===== src/rtl/ntt_pkg.sv =====
// rtl/ntt_pkg.sv - shared NTT datapath defaults, mode encodings and intermediate width helper
package ntt_pkg;

    localparam int WIDTH_DEF = 18;
    localparam int Q_DEF     = 12289;

    // Two extra bits hold the sign and carry of a +/- b on canonical inputs.
    localparam int EXT_BITS  = 2;

    typedef enum logic [1:0] {
        MODE_ADD  = 2'b00,
        MODE_SUB  = 2'b01,
        MODE_RSUB = 2'b10,
        MODE_PASS = 2'b11
    } mode_t;

    function automatic int raw_width(input int width);
        return width + EXT_BITS;
    endfunction

endpackage


===== src/rtl/mod_addsub_lane.sv =====
// rtl/mod_addsub_lane.sv - combinational lane core: (a, b, mode) -> raw r, and r -> residue in [0,Q)
module mod_addsub_lane
    import ntt_pkg::*;
#(
    parameter int WIDTH = WIDTH_DEF,
    parameter int Q     = Q_DEF
) (
    input  logic [WIDTH-1:0]          a,
    input  logic [WIDTH-1:0]          b,
    input  logic [1:0]                mode,
    output logic [WIDTH+EXT_BITS-1:0] raw,
    output logic                      range_err,
    input  logic [WIDTH+EXT_BITS-1:0] raw_in,
    output logic [WIDTH-1:0]          res
);

    localparam int RW = raw_width(WIDTH);
    localparam logic signed [RW-1:0] Q_S = RW'(Q);

    logic signed [RW-1:0] ext_a;
    logic signed [RW-1:0] ext_b;
    logic signed [RW-1:0] sum;
    logic signed [RW-1:0] held;
    logic signed [RW-1:0] fixed;

    assign ext_a = $signed({{EXT_BITS{1'b0}}, a});
    assign ext_b = $signed({{EXT_BITS{1'b0}}, b});

    always_comb begin
        sum = ext_a;
        case (mode)
            MODE_ADD:  sum = ext_a + ext_b;
            MODE_SUB:  sum = ext_a - ext_b;
            MODE_RSUB: sum = ext_b - ext_a;
            default:   sum = ext_a;
        endcase
    end

    assign raw       = sum;
    assign range_err = (a >= WIDTH'(Q)) | (b >= WIDTH'(Q));

    // A single correction step; out-of-range operands are flagged, not fully reduced.
    assign held = $signed(raw_in);

    always_comb begin
        fixed = held;
        if (held[RW-1]) begin
            fixed = held + Q_S;
        end else if (held >= Q_S) begin
            fixed = held - Q_S;
        end
    end

    assign res = WIDTH'(fixed);

endmodule


===== src/rtl/mod_addsub_pipe.sv =====
// rtl/mod_addsub_pipe.sv - two-stage multi-lane modular add/subtract pipeline with valid/ready backpressure
module mod_addsub_pipe
    import ntt_pkg::*;
#(
    parameter int WIDTH = WIDTH_DEF,
    parameter int Q     = Q_DEF,
    parameter int LANES = 4,
    parameter int TAGW  = 8
) (
    input  logic                   clk,
    input  logic                   rst_n,
    input  logic                   in_valid,
    output logic                   in_ready,
    input  logic [1:0]             in_mode,
    input  logic [LANES*WIDTH-1:0] in_a,
    input  logic [LANES*WIDTH-1:0] in_b,
    input  logic [TAGW-1:0]        in_tag,
    output logic                   out_valid,
    input  logic                   out_ready,
    output logic [LANES*WIDTH-1:0] out_res,
    output logic [TAGW-1:0]        out_tag,
    output logic [LANES-1:0]       out_rerr,
    output logic [31:0]            op_count
);

    localparam int RW = raw_width(WIDTH);

    logic                   adv;
    logic                   s1_valid;
    logic [LANES*RW-1:0]    s1_raw;
    logic [1:0]             s1_mode;
    logic [TAGW-1:0]        s1_tag;
    logic [LANES-1:0]       s1_rerr;

    logic [LANES*RW-1:0]    raw_w;
    logic [LANES-1:0]       rerr_w;
    logic [LANES*WIDTH-1:0] res_w;

    // Whole pipe moves as one; the output register is the only place a stall is observed.
    assign adv      = !out_valid | out_ready;
    assign in_ready = adv;

    for (genvar i = 0; i < LANES; i++) begin : g_lane
        mod_addsub_lane #(
            .WIDTH (WIDTH),
            .Q     (Q)
        ) u_lane (
            .a         (in_a[i*WIDTH +: WIDTH]),
            .b         (in_b[i*WIDTH +: WIDTH]),
            .mode      (in_mode),
            .raw       (raw_w[i*RW +: RW]),
            .range_err (rerr_w[i]),
            .raw_in    (s1_raw[i*RW +: RW]),
            .res       (res_w[i*WIDTH +: WIDTH])
        );
    end

    always_ff @(posedge clk) begin
        if (!rst_n) begin
            s1_valid  <= 1'b0;
            s1_raw    <= '0;
            s1_mode   <= MODE_ADD;
            s1_tag    <= '0;
            s1_rerr   <= '0;
            out_valid <= 1'b0;
            out_res   <= '0;
            out_tag   <= '0;
            out_rerr  <= '0;
            op_count  <= '0;
        end else begin
            if (adv) begin
                s1_valid  <= in_valid;
                out_valid <= s1_valid;
                if (in_valid) begin
                    s1_raw  <= raw_w;
                    s1_mode <= in_mode;
                    s1_tag  <= in_tag;
                    s1_rerr <= rerr_w;
                end
                if (s1_valid) begin
                    out_res  <= res_w;
                    out_tag  <= s1_tag;
                    out_rerr <= s1_rerr;
                end
            end
            if (out_valid && out_ready) begin
                op_count <= op_count + 32'd1;
            end
        end
    end

    // The mode has no effect after stage 1; kept registered alongside r for debug visibility.
    logic mode_unused;
    assign mode_unused = ^s1_mode;

endmodule


===== config.mk =====
export PLATFORM = sky130hd
export DESIGN_NAME = mod_addsub_pipe
export DESIGN_NICKNAME = d
export VERILOG_FILES = /design/src/rtl/ntt_pkg.sv /design/src/rtl/mod_addsub_lane.sv /design/src/rtl/mod_addsub_pipe.sv
export SDC_FILE = /design/constraint.sdc
export NUM_CORES = 1
export LEC_CHECK = 0
export ABC_AREA = 1
export BUFFER_PORTS_ARGS = -buffer_cell sky130_fd_sc_hd__buf_2
export CORE_ASPECT_RATIO = 1.25
export CORE_MARGIN = 2
export CORE_UTILIZATION = 51
export DETAILED_ROUTE_END_ITERATION = 8
export HOLD_SLACK_MARGIN = 0.1
export PLACE_DENSITY = 0.74
export REMOVE_ABC_BUFFERS = 1
export SYNTH_ARGS = -nofsm -noshare
export SYNTH_HDL_FRONTEND = slang
export SYNTH_SLANG_ARGS = --single-unit
export TNS_END_PERCENT = 1

===== constraint.sdc =====
create_clock -name clk -period 2 [get_ports clk]
set_input_delay 0.1 -clock clk [delete_from_list [all_inputs] [get_ports clk]]
set_output_delay 0.1 -clock clk [all_outputs]
set_load 0.005 [all_outputs]

==> run_results.csv <==
group,metric,value,unit
layout,fillers,4717,
worst_hold_path,hold_start,"in_a[25]",
critical_path,critPathRequiredTime,2.45,ns
logic_synthesis,synth_common_cells,"nand2_1 (1172), inv_1 (592), nor2_1 (450)",
timing,setup_slack,0.0302,ns
run_status,outcome,"completed",
placement,io_buffers,275,
critical_path,reg2reg_from,"s1_raw[40]",
global_route,grt_max_degree,64,
logic_synthesis,ys_seq_area_frac,0.166,
timing,finalMaxSlewViolations,0,
floorplanning,die_area,51400,µm²
critical_path,rr_worst_depth,15,
timing,grt_setup_unrepaired,"true",
timing,skew,0.0156,ns
logic_synthesis,postSynthAreaPerCell,5.73,µm²
pwr,irDropWorstVdd,0.000564,V
run,maxCapViolCount,0,
logic_synthesis,synth_fa_ha_area_frac,0.123,
routing,vias,32200,
routing,vias_per_cell,5.49,
logic_synthesis,syn_area,25300,µm²
logic_synthesis,ys_types,63,
clock_tree,cts_tree,"done",
clock_tree,clk_latency,0.56,ns
routing,ant_nets,0,
logic_synthesis,synthMuxAreaShare,0,
clock_tree,cts_made_buffers,26,
routing,drt_wl_total,99.2,mm
timing,maxSlewHeadroom,0.559,
routing,drt_iter0_drc,2525,
logic_synthesis,yosysMostFrequentCell,"nand2_1",
floorplanning,die_w,203,µm
layout,fin_nets,5592,
logic_synthesis,synth_edf_count,0,
logic_synthesis,syn_inst,4409,
routing,drcViolationCount,0,
layout,n_antenna_cell,0,
logic_synthesis,synth_top_family_by_area,"simple AND/OR/NAND/NOR gates",
pwr,leakagePower,17.5,nW
layout,final_core_util,0.680,
critical_path,critPathLaunchType,"register",
worst_hold_path,hold_path_depth,6,
floorplanning,core,49200,µm²
critical_path,r2r-end,"out_res[45]",
logic_synthesis,synth-simple-area-share,0.394,
logic_synthesis,synth-compound-area-share,0.173,
global_route,grt_pass1_vias,30800,
critical_path,criticalPathCategory,"register to register",
logic_synthesis,ys_ff_latch,210,
timing,period_share,0.985,
clock_tree,cts.sinks,210,
logic_synthesis,async_reset_ff_frac,0,
logic_synthesis,synth_area_leaders,"nand2_1 (17%), dfxtp_1 (17%), ha_1 (11%)",
layout,multiInputGateArea,18400,µm²
floorplanning,fp-row-count,91,
global_route,grt_pass1_wl,155,mm
logic_synthesis,synth_top_area_share,0.174,
global_route,grt.total_usage,0.372,
placement,dp_hpwl,77.9,mm
critical_path,crit_path_end_kind,"register",
timing,worst_pin_slew,0.661,ns
clock_tree,clkTransAtPathRegs,0.06,ns
timing,max_freq,508,MHz
logic_synthesis,synth-xor-area-share,0.0204,
placement,gp_congestion,1.04,
logic_synthesis,synthFlopType,"dfxtp_1",
routing,avgRoutedWirePerCell,16.9,µm
clock_tree,cts.path.max_buffers,3,
logic_synthesis,yosysWarnings,0,
global_route,grt_antenna_before_repair,2,
global_route,gr-total-overflow,0,
worst_hold_path,holdPathEnd,"s1_raw[27]",
layout,syn_to_final_growth,32.2,%
worst_hold_path,worstHoldPathType,"input port to register",
layout,drive_gt1_frac,0.218,
pwr,total_power,0.0186,W
timing,period_needed,1.97,ns
layout,seq_area,4220,µm²
critical_path,crit_fanout,8,
placement,dp_worst_setup_slack,-0.188,ns
timing,finalSetupViolations,0,
placement,placed_cell_area,31400,µm²
timing,final_hold_viol_count,0,
critical_path,cp.arrival,2.42,ns
critical_path,rrSetupSlack,0.03,ns
floorplanning,die_h,253,µm
logic_synthesis,yosysTopAreaCell,"nand2_1",
clock_tree,htreeDepth,1,
routing,first_pass_iters,8,
pwr,power_density,556,nW/µm²
floorplanning,initial_core_util,0.514,
layout,final_area,33400,µm²
floorplanning,io_pins,276,
clock_tree,clockRootBuffer,"clkbuf_16",
-- cell families (layout without fill, tap and decap cells) --
kind of cell / count (synthesis) / count (layout)
DFF: 210 / 210
xor gates and xnor gates: 59 / 59
and+or+nand+nor: 2318 / 2319
AOI/OAI and AO/OA: 786 / 786
buffers and inverters: 795 / 1598
adders and majority gates: 241 / 241
-- worst max-delay path by stage --
| stage | cells after the start | slack (ns) | startpoint | end |
|---|---|---|---|---|
| global placement | 15 | -0.19 | in_a[27] | s1_raw[37] |
| detailed placement | 18 | -0.19 | in_a[54] | s1_raw[72] |
| CTS | 13 | -0.01 | s1_raw[60] | out_res[66] |
| global route | 14 | -0.12 | s1_raw[41] | out_res[52] |
| floorplan | 8 | -5.44 | out_valid | out_res[56] |
| finish | 15 | 0.03 | s1_raw[40] | out_res[45] |
-- state kept, by name, summed over array words and instances, names as in the netlist, 4 cells and up --
| register | flops |
|---|---|
| s1_rerr | 4 |
| out_tag | 8 |
| s1_raw | 80 |
| out_res | 72 |
| s1_tag | 8 |
| out_rerr | 4 |
| op_count | 32 |
-- through the flow --
step                hold WS, ns  std cells  setup TNS, ns
finish                    0.106       5864              0
global route              0.140       5864          -1.14
CTS                       0.105       5849        -0.0253
detailed placement        0.359       5757          -2.91
floorplan                 0.198       4226        -502.79
global placement          0.352       5757          -1.97
-- routing by layer --
metal,vias up,wire (µm),global-route usage
li1,15900,-,-
met1,14500,38400,0.431
met2,1374,47200,0.658
met3,366,7440,0.0465
met4,2,6180,0.215
met5,-,16,0
-- final cells by class --
type                            instances  share of cell area
Tap cell                              651              0.0244
Multi-Input combinational cell       3405               0.552
Clock buffer                           31              0.0216
Sequential cell                       210               0.126
Clock inverter                         17             0.00681
Inverter                              612              0.0689
Timing Repair Buffer                  938               0.201
-- cells in the final DEF, fill, tap and decap left out, drive strengths merged, types with 34 or more instances in the layout --
| cell | instances |
|---|---|
| nand2 | 1189 |
| buf | 894 |
| inv | 611 |
| nor2 | 467 |
| nand3 | 453 |
| a21oi | 389 |
| o21ai | 255 |
| ha | 229 |
| dfxtp | 210 |
| nand4 | 98 |
| nor3 | 74 |
| xor2 | 51 |
| dlygate4sd3 | 42 |
| o2111ai | 34 |
-- timing repair --
item,4_1_cts,5_1_grt
pin swaps,2,27
hold buffers,44,0
gates cloned,0,1
gates resized for setup,4,148
buffers inserted,0,14
setup endpoints to repair,18,111
hold endpoints to repair,67,0
-- report_power, final --
| part | switching, W | internal (W) | leakage, nW |
|---|---|---|---|
| Clock | 0.00206 | 0.00322 | 0.471 |
| Combinational | 0.00504 | 0.00350 | 15.3 |
| Sequential | 0.000271 | 0.00449 | 1.73 |
| Total | 0.00737 | 0.0112 | 17.5 |
-- critical path, cell delays in order (launching register included) --
cell and delay [ns]:
dfxtp_4 0.37, inv_2 0.09, ha_4 0.14, inv_2 0.04, nor2_4 0.08, nand2_2 0.08
nor2_4 0.15, a21oi_4 0.10, nor2_8 0.19, nand2_8 0.10, nand2_1 0.07, nand2_1 0.06
nand3_1 0.12, nand2_1 0.07, nor2_1 0.15, nor2_1 0.05
No activity file was read; power rests on OpenSTA's default activity.
